File: src/rtl/y_pc_stage.sv
// ----------------------------------------------------------------------------
// y_pc_stage
//
// Program-counter stage. Holds the current fetch address and offers it to
// instruction fetch through a valid/ready handshake. It advances by 4 on every
// accepted fetch and loads taken branch/jump targets from the upstream
// next-PC mux. It also handles stalls and halt requests, and traps misaligned
// redirect targets.
//
// Parameters:
//   SIZE      PC / address width in bits
//   RESET_PC  PC value loaded on reset
//
// Ports:
//   i_clk          clock, all state updates on the rising edge
//   i_rst          synchronous active-high reset, overrides every other input
//   i_redir_pc     next-PC word from the upstream mux
//   i_redir_valid  i_redir_pc is a taken branch/jump target this cycle
//   i_stall        hold PC and handshake state
//   i_halt_req     request to stop fetching
//   i_out_ready    fetch accepts o_pc_out this cycle
//   o_pc_out       current fetch address
//   o_pc_plus4     o_pc_out + 4 (wraps), fed back to the next-PC mux
//   o_out_valid    o_pc_out is a valid fetch request
//   o_halted       stage is in HALT
//   o_fault        misaligned redirect seen, sticky until reset
//   o_fetch_count  accepted-fetch counter
//
// Build option:
//   PC_FETCH_COUNT_EN  when defined, o_fetch_count counts accepted fetches.
//                      When undefined, o_fetch_count is tied to zero and no
//                      counter register exists. The port list is identical
//                      in both builds.
// ----------------------------------------------------------------------------
module y_pc_stage #(
    parameter int unsigned     SIZE     = 32,
    parameter logic [SIZE-1:0] RESET_PC = '0
) (
    input  logic            i_clk,
    input  logic            i_rst,
    input  logic [SIZE-1:0] i_redir_pc,
    input  logic            i_redir_valid,
    input  logic            i_stall,
    input  logic            i_halt_req,
    input  logic            i_out_ready,
    output logic [SIZE-1:0] o_pc_out,
    output logic [SIZE-1:0] o_pc_plus4,
    output logic            o_out_valid,
    output logic            o_halted,
    output logic            o_fault,
    output logic [31:0]     o_fetch_count
);

    localparam logic [1:0] ST_BOOT  = 2'd0;
    localparam logic [1:0] ST_RUN   = 2'd1;
    localparam logic [1:0] ST_HALT  = 2'd2;
    localparam logic [1:0] ST_FAULT = 2'd3;

    logic [1:0]      r_state;
    logic [1:0]      w_state_nxt;
    logic [SIZE-1:0] r_pc;
    logic [SIZE-1:0] w_pc_nxt;
    logic [SIZE-1:0] w_pc_plus4;
    logic            w_fire;
    logic            w_misalign;

    assign w_pc_plus4  = r_pc + SIZE'(4);
    assign w_fire      = o_out_valid & i_out_ready & ~i_stall;
    // Instruction addresses must be word aligned. Any redirect to a
    // misaligned target is fatal for the stage.
    assign w_misalign  = i_redir_valid & (i_redir_pc[1:0] != 2'b00);

    always_comb begin
        w_state_nxt = r_state;
        w_pc_nxt    = r_pc;
        case (r_state)
            ST_BOOT: w_state_nxt = ST_RUN;
            ST_RUN: begin
                if (w_misalign) begin
                    w_state_nxt = ST_FAULT;
                end else if (!i_stall) begin
                    // A redirect squashes the pending request whether or not
                    // it was accepted this cycle.
                    if (i_redir_valid) begin
                        w_pc_nxt = i_redir_pc;
                    end else if (w_fire) begin
                        w_pc_nxt = w_pc_plus4;
                    end
                    if (i_halt_req) begin
                        w_state_nxt = ST_HALT;
                    end
                end
                // When stalled, PC and state both hold and any redirect is
                // dropped. Upstream has to present the redirect again.
            end
            default: ;  // HALT and FAULT are terminal until reset
        endcase
    end

    always_ff @(posedge i_clk) begin
        if (i_rst) begin
            r_state <= ST_BOOT;
            r_pc    <= RESET_PC;
        end else begin
            r_state <= w_state_nxt;
            r_pc    <= w_pc_nxt;
        end
    end

    assign o_pc_out    = r_pc;
    assign o_pc_plus4  = w_pc_plus4;
    assign o_out_valid = (r_state == ST_RUN);
    assign o_halted    = (r_state == ST_HALT);
    assign o_fault     = (r_state == ST_FAULT);

`ifdef PC_FETCH_COUNT_EN
    logic [31:0] r_fetch_count;

    // w_fire can only be true in RUN, so the count holds in BOOT, HALT and
    // FAULT without any extra qualification.
    always_ff @(posedge i_clk) begin
        if (i_rst) begin
            r_fetch_count <= '0;
        end else if (w_fire) begin
            r_fetch_count <= r_fetch_count + 32'd1;
        end
    end

    assign o_fetch_count = r_fetch_count;
`else
    assign o_fetch_count = '0;
`endif

endmodule
File: config.mk
export PLATFORM = sky130hd
export DESIGN_NAME = y_pc_stage
export DESIGN_NICKNAME = d
export VERILOG_FILES = /design/src/rtl/y_pc_stage.sv
export SDC_FILE = /design/constraint.sdc
export NUM_CORES = 1
export LEC_CHECK = 0
export CORE_MARGIN = 1.5
export CORE_UTILIZATION = 37
export DETAILED_ROUTE_END_ITERATION = 7
export GPL_TIMING_DRIVEN = 0
export PLACE_DENSITY = 0.77
export SLEW_MARGIN = 20
export SYNTH_ARGS = -nofsm -noshare
export SYNTH_HDL_FRONTEND = slang
export SYNTH_SLANG_ARGS = --single-unit
File: constraint.sdc
create_clock -name i_clk -period 2 [get_ports i_clk]
set_input_delay 0.2 -clock i_clk [delete_from_list [all_inputs] [get_ports i_clk]]
set_output_delay 0.2 -clock i_clk [all_outputs]
set_load 0.1 [all_outputs]
==> impl_metrics.py <==
metrics = {
    "run_status": {
        "status": "complete, but fails checks",
        "violations": "setup timing",
    },
    "detailed_routing": {
        "viasPerCell": 5.79,
        "vias": 3934,
        "wl_per_cell_um": 19.9,
        "drc": 0,
        "drt_iter0_drc": 378,
        "first_pass_iters": 6,
        "drtAntennaViolNets": 0,
        "drt_wl_total_um": 13500,
    },
    "min_path": {
        "min_from": "i_redir_pc[23]",
        "min_path_cells": 3,
        "hp-class": "input pin to register",
        "hold_end": "o_pc_out[23]$_SDFFE_PP0P_",
    },
    "synthesis": {
        "syn_area_um2": 2810,
        "synth_xor_area_frac": 0.0811,
        "syn_avg_cell_area_um2": 7.67,
        "yosys.area_share.simple": 0.285,
        "synthMuxAreaShare": 0.0143,
        "synth_top_area_cell": "dfxtp_1",
        "yosys.cell_types.count": 58,
        "synth_warnings": 0,
        "ys_async_sr_fraction": 0,
        "synth_compound_area_frac": 0.210,
        "synth_ff_type": "dfxtp_1",
        "postSynthCellCount": 366,
        "synth_area_leaders": "dfxtp_1 24%, buf_4 9.9%, xnor2_1 5.0%, nand2_1 4.4%, a22oi_1 3.7%",
        "yosysTopAreaCellShare": 0.243,
        "synth_seq_cells": 34,
        "synth_top_family_by_area": "simple AND/OR/NAND/NOR gates",
        "synth-seq-area-share": 0.243,
        "synthAdderAreaFrac": 0.00446,
        "synth-edff-count": 0,
    },
    "floorplan": {
        "start_util": 0.385,
        "die_w_um": 90.1,
        "die_area_um2": 8120,
        "rows": 31,
        "die_h_um": 90.1,
        "coreArea_um2": 7290,
        "ioPinCount": 137,
    },
    "clock_tree": {
        "cts-htree-levels": 2,
        "cts_tree": "done",
        "cts_buffer_depth": 2,
        "insertion_delay_ns": 0.30,
        "numClockSinks": 34,
        "path_clk_slew_ns": 0.08,
        "cts-buffers-inserted": 5,
        "cts-root-buf": "clkbuf_8",
    },
    "job": {
        "maxCapViolCount": 0,
    },
    "global_routing": {
        "grt_overflow": 0,
        "grt_pass1_wl_um": 18500,
        "antenna_found_initial": 0,
        "grt_usage": 0.285,
        "grt_pass1_vias": 3544,
        "grt_max_degree": 11,
    },
    "sta": {
        "finalCriticalPeriod_ns": 2.45,
        "rsz0062_at_grt": "true",
        "worst_pin_slew_ns": 1.01,
        "period_share": 1.23,
        "worst_clock_skew_ns": 0.00585,
        "max_freq_ghz": 0.407,
        "finalHoldViolations": 0,
        "slew_violations": 0,
        "relSlewSlack": 0.324,
        "setup_viol": 37,
        "worst_slack_ns": -0.455,
    },
    "cells_and_area": {
        "drive_above_1_share": 0.478,
        "utilization": 0.826,
        "final_cell_mix": "81 x buf_4, 43 x clkdlybuf4s50_1, 32 x conb_1, 30 x buf_6, 27 x dlygate4sd2_1",
        "area_delta_synth_final_pct": 115,
        "layout.nets": 618,
        "fillCellCount": 417,
        "instances_no_fill": 679,
        "final_common_cell": "buf_4",
        "antennaDiodeCount": 0,
    },
    "worst_setup_path": {
        "crit_type": "register to primary output",
        "rr_endpoint": "o_pc_out[30]$_SDFFE_PP0P_",
        "crit_path_max_fanout": 7,
        "critPathRequiredTime_ns": 1.80,
        "worstSetupEndpointType": "primary output",
        "critPathLaunchType": "register",
        "r2r_slack_ns": -0.29,
        "r2r_start": "o_pc_out[8]$_SDFFE_PP0P_",
        "worstPathArrival_ns": 2.25,
        "r2r_cells": 9,
        "cp-startpoint": "o_pc_out[11]$_SDFFE_PP0P_",
    },
    "placement": {
        "dp_cells": 600,
        "gp_congestion": 0.908,
        "io_buffers": 104,
        "dp_hpwl_um": 7900,
    },
    "power": {
        "p_leak_nw": 2.73,
        "power_density_nw_per_um2": 413,
        "peakVddDrop_mv": 0.327,
    },
}
[cells by family after synthesis]
logic type / Yosys count
other cells: 1
flops: 34
mux: 4
xor+xnor: 26
compound gates: 86
fa+ha+maj: 1
buf+inv: 68
simple gates: 146
[critical path, stage by stage, from the launching register on]
cell and delay [ns]:
dfxtp_4 0.43, nand4_4 0.20, or4_4 0.67, o21a_1 0.23, or2_4 0.24, buf_12 0.17
[worst max-delay path by stage]
stage | endpoint | slack, ns
finish | o_pc_plus4[19] | -0.45
global route | o_pc_plus4[30] | -0.49
CTS | o_pc_plus4[26] | -0.47
detailed placement | o_pc_plus4[22] | -1.16
global placement | o_pc_plus4[22] | -1.14
floorplan | o_pc_out[16]$_SDFFE_PP0P_ | -0.51
[metrics by stage]
stage                     power (mW)  hold slack (ns)  setup TNS [ns]  setup slack, ns  instance area [µm²]
after floorplan                 1.61            0.341           -8.83           -0.514                 3700
after global placement          1.83            0.493          -36.67            -1.14                 4870
after detailed placement        1.84            0.497          -37.81            -1.16                 4870
after CTS                       2.41            0.481           -5.14           -0.465                 5620
after global routing            2.53            0.519           -9.48           -0.490                 6020
final                           2.48            0.482           -7.78           -0.455                 6020
[where the power goes]
part	switching (mW)	total (mW)	internal (mW)
logic	0.842	1.17	0.332
registers	0.0524	0.733	0.681
clock network	0.298	0.577	0.279
total	1.19	2.48	1.29
[metal layers]
layer  part of all wire  vias up  GRT usage
met2               0.49      335      0.485
met4              0.045        0      0.103
met1               0.36     1832      0.360
met5                  0        -          0
met3               0.10       71     0.0499
li1                   -     1696          -
[cell usage after synthesis (3+ instances only)]
cell type and n:
clkbuf_8 4, and4_1 3, and3_1 9, a31oi_1 6
a22o_1 3, nand2_1 33, nor2_1 26, mux2i_1 4
o31ai_1 7, o211ai_1 4, nand4_1 11, buf_1 3
a22oi_1 14, inv_1 7, nor4_1 8, dfxtp_1 34
nor2b_1 4, xor2_1 10, or3_1 6, o21ai_0 19
clkbuf_1 11, a21oi_1 12, xnor2_1 16, buf_4 37
nand3_1 19, a32o_1 5, nor3_1 10, and2_1 3
o22ai_1 3, buf_2 4
[cell type report]
class                   instances  area (µm²)  share of cell area
multi-input cells             295        2610               0.433
repair buffers                176        1890               0.314
flip-flops and latches         34         779               0.129
plain buffers                  60         504              0.0837
well taps                      99         124              0.0206
clock buffers                   7        86.3              0.0143
inverters                       7        26.3             0.00436
clock inverters                 1        5.00            0.000831
[flip-flops by register name (all words and copies together), names as in the netlist]
name	count
o_pc_out	32
r_state	2
[repair_timing]
action	CTS	global route
setup endpoints to repair	86	55
hold buffers	0	0
setup buffers	43	31
pin swaps	28	29
resized for setup	289	59
No activity file was read; power rests on OpenSTA's default activity.
